### src/rtl/komandara_bus_pkg.sv
// Shared definitions for the komandara request/grant bus blocks.
// Holds the mux FSM encoding and the owner-index width rule.
package komandara_bus_pkg;

    typedef enum logic [1:0] {
        IDLE = 2'd0,
        ADDR = 2'd1,
        RSP  = 2'd2
    } bus_mux_state_e;

    // A single master still needs a one-bit owner index.
    function automatic int unsigned owner_w(input int unsigned n);
        return (n > 1) ? $clog2(n) : 1;
    endfunction

endpackage

### src/rtl/komandara_arbiter.sv
// N-way arbiter: round-robin or fixed priority (lowest index wins).
// The round-robin pointer rotates only on advance_i, past the last winner.
module komandara_arbiter
    import komandara_bus_pkg::*;
#(
    parameter int unsigned N_MST       = 2,
    parameter bit          ROUND_ROBIN = 1'b1
) (
    input  logic             clk_i,
    input  logic             rst_ni,
    input  logic [N_MST-1:0] req_i,
    input  logic             advance_i,
    output logic [N_MST-1:0] gnt_o
);

    localparam int unsigned IdxW = owner_w(N_MST);

    logic [IdxW-1:0]  ptr_q, ptr_d;
    logic [IdxW-1:0]  last_q, last_d;
    logic [IdxW-1:0]  gnt_idx;
    logic [N_MST-1:0] mask, masked_req, pick_req;
    logic             found;

    always_comb begin
        for (int i = 0; i < N_MST; i++) begin
            mask[i] = ROUND_ROBIN ? (IdxW'(i) >= ptr_q) : 1'b1;
        end
        masked_req = req_i & mask;
        // Requesters at or above the pointer go first, then wrap to the bottom.
        pick_req = (|masked_req) ? masked_req : req_i;
    end

    always_comb begin
        gnt_o   = '0;
        gnt_idx = '0;
        found   = 1'b0;
        for (int i = 0; i < N_MST; i++) begin
            if (!found && pick_req[i]) begin
                gnt_o[i] = 1'b1;
                gnt_idx  = IdxW'(i);
                found    = 1'b1;
            end
        end
    end

    // Remember the winner: the grant is gated off by the time advance_i arrives.
    always_comb begin
        last_d = found ? gnt_idx : last_q;
        ptr_d  = ptr_q;
        if (advance_i) begin
            ptr_d = (last_q == IdxW'(N_MST - 1)) ? '0 : last_q + 1'b1;
        end
    end

    always_ff @(posedge clk_i or negedge rst_ni) begin
        if (!rst_ni) begin
            ptr_q  <= '0;
            last_q <= '0;
        end else begin
            ptr_q  <= ptr_d;
            last_q <= last_d;
        end
    end

endmodule

### src/rtl/komandara_bus_mux.sv
// N-master to 1-slave request/grant mux with a single outstanding transaction.
// The owner is locked from request to response; the arbiter rotates per completion.
module komandara_bus_mux
    import komandara_bus_pkg::*;
#(
    parameter int unsigned N_MST       = 2,
    parameter int unsigned ADDR_W      = 32,
    parameter int unsigned DATA_W      = 32,
    parameter bit          ROUND_ROBIN = 1'b1
) (
    input  logic                         clk_i,
    input  logic                         rst_ni,
    input  logic [N_MST-1:0]             m_req_i,
    input  logic [N_MST*ADDR_W-1:0]      m_addr_i,
    input  logic [N_MST-1:0]             m_we_i,
    input  logic [N_MST*(DATA_W/8)-1:0]  m_be_i,
    input  logic [N_MST*DATA_W-1:0]      m_wdata_i,
    output logic [N_MST-1:0]             m_gnt_o,
    output logic [N_MST-1:0]             m_rvalid_o,
    output logic [DATA_W-1:0]            m_rdata_o,
    output logic                         m_err_o,
    output logic                         s_req_o,
    output logic [ADDR_W-1:0]            s_addr_o,
    output logic                         s_we_o,
    output logic [DATA_W/8-1:0]          s_be_o,
    output logic [DATA_W-1:0]            s_wdata_o,
    input  logic                         s_gnt_i,
    input  logic                         s_rvalid_i,
    input  logic [DATA_W-1:0]            s_rdata_i,
    input  logic                         s_err_i
);

    localparam int unsigned OwnW = owner_w(N_MST);
    localparam int unsigned BeW  = DATA_W / 8;

    bus_mux_state_e   state_q, state_d;
    logic [OwnW-1:0]  r_owner_q, r_owner_d;
    logic [OwnW-1:0]  arb_idx, sel;
    logic [N_MST-1:0] arb_req, arb_gnt;
    logic             arb_adv;
    logic             gnt_hit, rsp_hit;

    assign arb_req = (state_q == IDLE) ? m_req_i : '0;
    assign arb_adv = (state_q == RSP) && s_rvalid_i;

    komandara_arbiter #(
        .N_MST       (N_MST),
        .ROUND_ROBIN (ROUND_ROBIN)
    ) u_arbiter (
        .clk_i     (clk_i),
        .rst_ni    (rst_ni),
        .req_i     (arb_req),
        .advance_i (arb_adv),
        .gnt_o     (arb_gnt)
    );

    always_comb begin
        arb_idx = '0;
        for (int i = 0; i < N_MST; i++) begin
            if (arb_gnt[i]) begin
                arb_idx = OwnW'(i);
            end
        end
    end

    always_ff @(posedge clk_i or negedge rst_ni) begin
        if (!rst_ni) begin
            state_q   <= IDLE;
            r_owner_q <= '0;
        end else begin
            state_q   <= state_d;
            r_owner_q <= r_owner_d;
        end
    end

    always_comb begin
        state_d   = state_q;
        r_owner_d = r_owner_q;
        unique case (state_q)
            IDLE: begin
                if (|m_req_i) begin
                    r_owner_d = arb_idx;
                    state_d   = s_gnt_i ? RSP : ADDR;
                end
            end
            ADDR: begin
                if (s_gnt_i) begin
                    state_d = RSP;
                end
            end
            RSP: begin
                if (s_rvalid_i) begin
                    state_d = IDLE;
                end
            end
            default: state_d = IDLE;
        endcase
    end

    always_comb begin
        s_req_o = 1'b0;
        sel     = r_owner_q;
        rsp_hit = 1'b0;
        unique case (state_q)
            IDLE: begin
                s_req_o = |m_req_i;
                sel     = arb_idx;
            end
            ADDR:    s_req_o = 1'b1;
            RSP:     rsp_hit = s_rvalid_i;
            default: s_req_o = 1'b0;
        endcase
        gnt_hit = s_req_o && s_gnt_i;

        m_gnt_o    = '0;
        m_rvalid_o = '0;
        s_addr_o   = '0;
        s_we_o     = 1'b0;
        s_be_o     = '0;
        s_wdata_o  = '0;
        for (int i = 0; i < N_MST; i++) begin
            if (sel == OwnW'(i)) begin
                m_gnt_o[i]    = gnt_hit;
                m_rvalid_o[i] = rsp_hit;
                if (s_req_o) begin
                    s_addr_o  = m_addr_i[i*ADDR_W +: ADDR_W];
                    s_we_o    = m_we_i[i];
                    s_be_o    = m_be_i[i*BeW +: BeW];
                    s_wdata_o = m_wdata_i[i*DATA_W +: DATA_W];
                end
            end
        end

        m_rdata_o = rsp_hit ? s_rdata_i : '0;
        m_err_o   = rsp_hit & s_err_i;
    end

endmodule

### config.mk
export PLATFORM = sky130hd
export DESIGN_NAME = komandara_bus_mux
export DESIGN_NICKNAME = d
export VERILOG_FILES = /design/src/rtl/komandara_bus_pkg.sv /design/src/rtl/komandara_arbiter.sv /design/src/rtl/komandara_bus_mux.sv
export SDC_FILE = /design/constraint.sdc
export NUM_CORES = 1
export LEC_CHECK = 0
export CAP_MARGIN = 15
export CORE_AREA = 2 2 112 114
export CTS_CLUSTER_DIAMETER = 60
export CTS_CLUSTER_SIZE = 28
export DETAILED_ROUTE_END_ITERATION = 16
export DIE_AREA = 0 0 114 116
export PLACE_DENSITY = 0.73
export SKIP_CTS_REPAIR_TIMING = 1
export SLEW_MARGIN = 20
export SYNTH_ARGS = -nofsm -noshare
export SYNTH_HDL_FRONTEND = slang
export SYNTH_SLANG_ARGS = --single-unit
### constraint.sdc
create_clock -name clk_i -period 3.9 [get_ports clk_i]
set_input_delay 0.39 -clock clk_i [delete_from_list [all_inputs] [get_ports clk_i]]
set_output_delay 0.39 -clock clk_i [all_outputs]
set_load 0.01 [all_outputs]
==> flow_summary.ini, run 1 <==
[synthesis]
ys_seq_area_share_pct = 5.59
synth-seq-cells = 5
synth_cell_types = 24
ys.warnings.count = 0
syn_avg_cell_area_um2 = 7.25
synth_nets = 486
synth_cells = 309
syn_area_um2 = 2240

[setup_path]
cpMaxStageDelayCell = clkdlybuf4s50_1
worstPathMaxFanout = 32
path_class = primary input to primary output
critPathTopFamily = buffers and inverters
worst_ep_arrival_time_ps = 2630
cp_slowest_stage_delay_ps = 570
path_common_cell = clkdlybuf4s50_1
startpoint_type = primary input
path_cells = clkdlybuf4s50_1, nand2b_1, a31oi_4, buf_4, mux2i_1, clkdlybuf4s50_1
critical_path_buf_inv_count = 3
cp-end-kind = primary output
path_depth = 6
reg2reg_depth = 3
cp.required_ps = 3510

[global_routing]
first_global_vias = 2835
grt_overflow = 0
grt_pass1_wl_um = 14800
antenna_found_initial = 0
grt_max_degree = 69
grt_use_total_pct = 13.8

[sta]
worstMarginPinSlew_ps = 639
setup_tns_ps = 0
rsz0062_at_grt = no
setup_slack_ps = 883
fmaxAchievable_mhz = 331
maxSlewHeadroom_pct = 57.4
setup_viol = 0
fin_crit_ps = 3020
drv_slew = 0
fin_skew_ps = 1.43
min_period_over_period_pct = 77.4
hold_violations = 0

[drt]
viasPerCell = 4.55
final_antenna_net_count = 0
drc = 0
wl_per_cell_um = 14.4
drt_wl_total_um = 10200
vias = 3214
drt_iter0_drc = 146
dr.pass1.iters = 4

[pwr]
total_leakage_power_uw = 0.00219
irDropWorstVdd_mv = 0.170
power_density_nw_per_um2 = 312

[layout]
layout_common_cells = 283 x clkdlybuf4s50_1, 114 x nand3_1, 69 x mux2i_1
nNetsFinal = 738
drive_gt1_share_pct = 6.79
diodes = 0
area_delta_synth_final_pct = 131
fin_cells = 707
final_common_cell = clkdlybuf4s50_1
n_fill_cell = 1175
multi_input_area_um2 = 1850
seqCellArea_um2 = 125

[outcome]
outcome = finished, final reports clean

[clocking]
cts_tree = built
cts_sinks = 5
cts_max_path_buffers = 2
clkTransAtPathRegs_ps = 30
clk_latency_ps = 230
root_buffer = clkbuf_16
h-tree-depth = 1
numCtsBuffers = 3

[hold_path]
min_path_type = primary input to asynchronous set/reset pin

[floorplanning]
coreArea_um2 = 11900
fp-row-count = 40
die_y_um = 116
ios = 284
start_util_pct = 18.8
die_w_um = 114
dieArea_um2 = 13200

[placed_design]
place_hpwl_um = 8280
port_buffers = 283
gp_congestion = 0.775
dpl.cell_count = 703
dp_slack_ps = 898

[run]
max_cap_violations = 0
==> logic make-up after synthesis <==
kind of cell	after synthesis	synth area share, %
AND/OR/NAND/NOR	185	49.1
flip-flops	5	5.59
AO/OA/AOI/OAI	6	1.84
multiplexers	69	30.8
buffers and inverters	44	12.6
==> cells in the mapped netlist <==
| cell type | count | area (um2) |
|---|---|---|
| and2_1 | 35 | 219 |
| buf_1 | 4 | 15.0 |
| nor2b_1 | 2 | 12.5 |
| nand3_1 | 114 | 571 |
| and3b_1 | 1 | 8.76 |
| a21oi_1 | 1 | 5.00 |
| dfrtp_1 | 5 | 125 |
| clkinv_1 | 1 | 3.75 |
| and3_1 | 1 | 6.26 |
| buf_2 | 13 | 65.1 |
| nand2b_1 | 1 | 6.26 |
| nor3_1 | 1 | 5.00 |
| or3_1 | 1 | 6.26 |
| nand2_1 | 1 | 3.75 |
| buf_6 | 12 | 135 |
| buf_8 | 1 | 15.0 |
| mux2i_1 | 69 | 691 |
| a31oi_1 | 1 | 6.26 |
| nor2_1 | 3 | 11.3 |
| clkbuf_1 | 13 | 48.8 |
| o21a_1 | 1 | 7.51 |
| a21o_1 | 2 | 15.0 |
| o31ai_1 | 1 | 7.51 |
| nand3_2 | 25 | 250 |
==> worst register-to-register path, cell delays in order, from the launching register on <==
cell	delay (ps)
dfrtp_1	430
inv_4	490
nand3_1	270
o31ai_1	120
==> stage by stage <==
step | total power, uW | instance area (um2) | utilization, % | hold WS [ps]
global route | 1730 | 5180 | 43.5 | 399
CTS | 1640 | 5180 | 43.5 | 386
detailed placement | 1470 | 5100 | 42.8 | 439
global placement | 1440 | 5100 | 42.8 | 428
floorplan | 778 | 2240 | - | 94.4
finish | 1620 | 5180 | 43.5 | 382
==> layer usage <==
metal,track usage (%),up-vias,share of wire [%]
met4,3.50,0,1.4
met3,3.87,10,10
met2,26.3,162,52
li1,-,1608,-
met5,0,-,0
met1,15.0,1434,37
==> final timing paths <==
kind | from | to | slack [ps]
setup / recovery | m_req_i[0] | s_addr_o[6] | 880
setup reg to reg | state_q[1]$_DFFE_PN0P_ | state_q[1]$_DFFE_PN0P_ | 2500
hold / removal | rst_ni | r_owner_q$_DFFE_PN0P_ | 380
hold reg to reg | u_arbiter.last_q$_DFFE_PN0P_ | u_arbiter.ptr_q$_DFFE_PN0P_ | 440
max in group asynchronous | rst_ni | u_arbiter.last_q$_DFFE_PN0P_ | 3340
min in group clk_i | u_arbiter.last_q$_DFFE_PN0P_ | u_arbiter.ptr_q$_DFFE_PN0P_ | 440
==> flip-flops by register name, summed over array words and instances (netlist names) <==
register	flops
u_arbiter.ptr_q	1
r_owner_q	1
u_arbiter.last_q	1
state_q	2
==> area by class of cell <==
cell class | count | area share (%)
clock buffers | 4 | 1.52
multi-input cells | 260 | 35.7
repair buffers | 290 | 56.7
flip-flops and latches | 5 | 2.41
well taps | 147 | 3.55
inverters | 1 | 0.121
==> power breakdown <==
part / switching (uW) / total, uW / internal (uW)
clock: 31.4 / 167 / 135
sequential: 12.7 / 81.2 / 68.5
combinational: 590 / 1370 / 779
total: 635 / 1620 / 982
(Power assumes the default switching activity.)
==> inputs of run 2 (changes only) <==
--- a/config.mk
+++ b/config.mk
@@ -6,12 +6,12 @@
 export NUM_CORES = 1
 export LEC_CHECK = 0
 export CAP_MARGIN = 15
-export CORE_AREA = 2 2 112 114
+export CORE_AREA = 2 2 109 111
 export CTS_CLUSTER_DIAMETER = 60
 export CTS_CLUSTER_SIZE = 28
 export DETAILED_ROUTE_END_ITERATION = 16
-export DIE_AREA = 0 0 114 116
-export PLACE_DENSITY = 0.73
+export DIE_AREA = 0 0 111 113
+export PLACE_DENSITY = 0.76
 export SKIP_CTS_REPAIR_TIMING = 1
 export SLEW_MARGIN = 20
 export SYNTH_ARGS = -nofsm -noshare
==> constraint.sdc (replaced) <==
create_clock -name clk_i -period 3 [get_ports clk_i]
set_input_delay 0.3 -clock clk_i [delete_from_list [all_inputs] [get_ports clk_i]]
set_output_delay 0.3 -clock clk_i [all_outputs]
set_load 0.01 [all_outputs]
==> flow_summary.ini, run 2 (synthesis results as in run 1) <==
[placed_design]
placed_area_um2 = 5150
place_hpwl_um = 8650
port_buffers = 283
gp_congestion = 0.886
dpl.cell_count = 701
dp_slack_ps = 257

[global_routing]
first_global_vias = 3229
grt_overflow = 0
grt_use_total_pct = 15.8
grt_pass1_wl_um = 16300
grt_max_degree = 58
antenna_found_initial = 0

[sta]
hold_violations = 0
fin_crit_ps = 2720
fin_skew_ps = 3.21
fmaxAchievable_mhz = 368
holdWs_ps = 302
setup_tns_ps = 0
setup_viol = 0
min_period_over_period_pct = 90.7
rsz0062_at_grt = no
setup_slack_ps = 279
worstMarginPinSlew_ps = 427
drv_slew = 0
maxSlewHeadroom_pct = 71.5

[outcome]
outcome = finished, final reports clean

[layout]
design_area_um2 = 5230
largest_register_ffs = 2
regMostFlops = state_q
layout_common_cells = 283 x clkdlybuf4s50_1, 114 x nand3_1, 69 x mux2i_1
drive_gt1_share_pct = 7.12
fin_cells = 705
area_delta_synth_final_pct = 133
diodes = 0
nNetsFinal = 740
final_common_cell = clkdlybuf4s50_1

[drt]
wl_per_cell_um = 15.0
dr.pass1.iters = 4
drt_wl_total_um = 10600
vias = 3281
drt_iter0_drc = 188
viasPerCell = 4.65
drc = 0
final_antenna_net_count = 0

[run]
max_cap_violations = 0

[clocking]
numCtsBuffers = 3
root_buffer = clkbuf_16
cts_tree = built
clk_latency_ps = 230
cts_sinks = 5
clkTransAtPathRegs_ps = 30
h-tree-depth = 1
cts_max_path_buffers = 2

[setup_path]
cp.required_ps = 2700
path_class = primary input to primary output
worstPathMaxFanout = 32
cp-end-kind = primary output
startpoint_type = primary input
worst_ep_arrival_time_ps = 2420

[pwr]
irDropWorstVdd_mv = 0.229
power_density_nw_per_um2 = 412
total_leakage_power_uw = 0.00222

[floorplanning]
ios = 284
die_w_um = 111
start_util_pct = 19.9
die_y_um = 113
fp-row-count = 39
coreArea_um2 = 11300
dieArea_um2 = 12500

[hold_path]
min_path_type = primary input to asynchronous set/reset pin
run 2: cell types whose count changed in the layout (fill, tap and decap cells not counted), sizes merged:
cell	before	now
buf	7	9
run 2: area by class of cell:
class	count	area, um2
clock buffers	4	78.8
fillers	1113	6040
inverters	1	6.26
multi-input cells	260	1850
flip-flops and latches	5	125
well taps	143	179
repair buffers	292	2990
run 2: worst max-delay path, cell delays in order:
cell and delay, ps:
clkdlybuf4s50_1 510, nand2b_1 120, a31oi_4 290, buf_12 280, mux2i_1 320, clkdlybuf4s50_1 580
run 2: worst paths after layout:
| path | endpoint | slack [ps] | startpoint | cells past startpoint |
|---|---|---|---|---|
| min in group clk_i | u_arbiter.ptr_q$_DFFE_PN0P_ | 460 | u_arbiter.last_q$_DFFE_PN0P_ | 1 |
| min reg2reg | u_arbiter.ptr_q$_DFFE_PN0P_ | 460 | u_arbiter.last_q$_DFFE_PN0P_ | 1 |
| max | s_wdata_o[3] | 280 | m_req_i[0] | 6 |
| min | state_q[0]$_DFFE_PN0P_ | 300 | rst_ni | 1 |
| max reg2reg | state_q[0]$_DFFE_PN0P_ | 1510 | state_q[1]$_DFFE_PN0P_ | 4 |
| max in group asynchronous | u_arbiter.last_q$_DFFE_PN0P_ | 2500 | rst_ni | 1 |
run 2: power by group:
group          total (uW)  leakage, uW  switching [uW]  internal [uW]
registers             106    0.0000593            16.9           89.0
clock network         220    0.0000382            44.2            176
logic                1830      0.00212             790           1040
run 2: through the flow:
stage | util, % | total power (uW)
after floorplan | - | 1010
after CTS | 46.4 | 2180
final | 46.4 | 2150
after global placement | 45.7 | 1920
after detailed placement | 45.7 | 1940
after global routing | 46.4 | 2290
run 2: layer usage:
metal / GRT usage, % / vias to the layer above / wire (um)
met5: 0 / - / 0
li1: - / 1615 / -
met3: 4.55 / 18 / 868
met2: 31.2 / 169 / 5550
met4: 4.67 / 0 / 232
met1: 16.1 / 1479 / 3930
==> inputs of run 3 (changes only) <==
--- a/config.mk
+++ b/config.mk
@@ -7,6 +7,7 @@
 export LEC_CHECK = 0
 export CAP_MARGIN = 15
 export CORE_AREA = 2 2 109 111
+export CTS_BUF_LIST = sky130_fd_sc_hd__clkbuf_4 sky130_fd_sc_hd__clkbuf_8 sky130_fd_sc_hd__clkbuf_16
 export CTS_CLUSTER_DIAMETER = 60
 export CTS_CLUSTER_SIZE = 28
 export DETAILED_ROUTE_END_ITERATION = 16
==> flow_summary.ini, run 3 (synthesis results as in run 1) <==
[outcome]
outcome = finished, final reports clean

[clocking]
clkTransAtPathRegs_ps = 30
cts_sinks = 5
numCtsBuffers = 3
root_buffer = clkbuf_16
clk_latency_ps = 230
cts_max_path_buffers = 2
cts_tree = built
h-tree-depth = 1

[drt]
dr.pass1.iters = 4
vias = 3287
drc = 0
wl_per_cell_um = 15.0
final_antenna_net_count = 0
viasPerCell = 4.66
drt_iter0_drc = 203
drt_wl_total_um = 10600

[layout]
n_fill_cell = 1112
fin_cells = 705
layout_common_cells = 283 x clkdlybuf4s50_1, 114 x nand3_1, 69 x mux2i_1
diodes = 0
nNetsFinal = 740
drive_gt1_share_pct = 7.30
largest_register_ffs = 2
final_core_util_pct = 46.4
regMostFlops = state_q
final_common_cell = clkdlybuf4s50_1
area_delta_synth_final_pct = 134

[setup_path]
reg2reg_slack_ps = 1510
crit_end = s_wdata_o[3]
critical_path_buf_inv_count = 3
r2r-start = state_q[1]$_DFFE_PN0P_
startpoint_type = primary input
path_depth = 6
critPathTopFamily = buffers and inverters
path_class = primary input to primary output
worstPathMaxFanout = 32
cp_slowest_stage_delay_ps = 580
path_common_cell = clkdlybuf4s50_1
reg2reg_depth = 4
path_cells = clkdlybuf4s50_1, nand2b_1, a31oi_4, buf_12, mux2i_1, clkdlybuf4s50_1
reg2reg_to = state_q[0]$_DFFE_PN0P_
cpMaxStageDelayCell = clkdlybuf4s50_1
crit_start = m_req_i[0]
cp-end-kind = primary output
worst_ep_arrival_time_ps = 2420
cp.required_ps = 2700

[placed_design]
gp_congestion = 0.886
dpl.cell_count = 701
place_hpwl_um = 8650
port_buffers = 283

[pwr]
switching_power_uw = 851
p_comb_share_pct = 84.5
p_sw_share_pct = 39.3
irDropWorstVdd_mv = 0.229
power_density_nw_per_um2 = 413
intPower_uw = 1310
total_leakage_power_uw = 0.00222
finalPower_uw = 2160
sequentialPowerShare_pct = 4.9
pwr-share-clk_pct = 10.6

[sta]
setup_tns_ps = 0
worstMarginPinSlew_ps = 427
holdWs_ps = 304
fin_skew_ps = 2.78
fmaxAchievable_mhz = 367
drv_slew = 0
setup_viol = 0
hold_violations = 0
min_period_over_period_pct = 90.7
maxSlewHeadroom_pct = 71.5
fin_crit_ps = 2720
rsz0062_at_grt = no

[floorplanning]
die_y_um = 113
fp-row-count = 39
start_util_pct = 19.9
die_w_um = 111
coreArea_um2 = 11300
dieArea_um2 = 12500
ios = 284

[hold_path]
min_path_type = primary input to asynchronous set/reset pin

[run]
max_cap_violations = 0

[global_routing]
grt_overflow = 0
grt_pass1_wl_um = 16300
grt_use_total_pct = 15.8
first_global_vias = 3235
antenna_found_initial = 0
grt_max_degree = 58
[run 3: routing by layer]
metal	wire, um	share of wire [%]	vias to the layer above	track usage, %
li1	-	-	1615	-
met1	3930	37	1485	16.1
met2	5560	53	169	31.2
met5	0	0	-	0
met4	232	2.2	0	4.67
met3	869	8.2	18	4.55
[run 3: how the worst min path moves through the flow]
stage                                             from  slack (ps)  cells past startpoint                     endpoint
final                                           rst_ni         300                      1       state_q[0]$_DFFE_PN0P_
after global routing                            rst_ni         330                      1       state_q[0]$_DFFE_PN0P_
after global placement    u_arbiter.last_q$_DFFE_PN0P_         430                      1  u_arbiter.ptr_q$_DFFE_PN0P_
after floorplan                                 rst_ni           4                      0        r_owner_q$_DFFE_PN0P_
after CTS                                       rst_ni         300                      1       state_q[0]$_DFFE_PN0P_
after detailed placement  u_arbiter.last_q$_DFFE_PN0P_         440                      1  u_arbiter.ptr_q$_DFFE_PN0P_
[run 3: final cells by class]
type                            instances  area [um2]  share of cell area, %
Timing Repair Buffer                  292        2990                   57.1
Clock buffer                            4        82.6                   1.58
Multi-Input combinational cell        260        1850                   35.4
Tap cell                              143         179                   3.42
Inverter                                1        6.26                  0.120
Sequential cell                         5         125                   2.39
[run 3: stage by stage]
| stage | worst slack, ps | instance area, um2 |
|---|---|---|
| 2_1_floorplan | 1290 | 2240 |
| 3_3_place_gp | 301 | 5150 |
| 3_5_place_dp | 257 | 5150 |
| 4_1_cts | 262 | 5230 |
| 5_1_grt | 207 | 5230 |
| 6_report | 278 | 5230 |
[run 3: power by group through the flow]
stage / registers (uW) / logic [uW] / clock network, uW
6_report: 106 / 1830 / 229
4_1_cts: 106 / 1850 / 232
3_3_place_gp: 106 / 1810 / 0
5_1_grt: 109 / 1950 / 239
3_5_place_dp: 106 / 1840 / 0
2_1_floorplan: 101 / 911 / 0
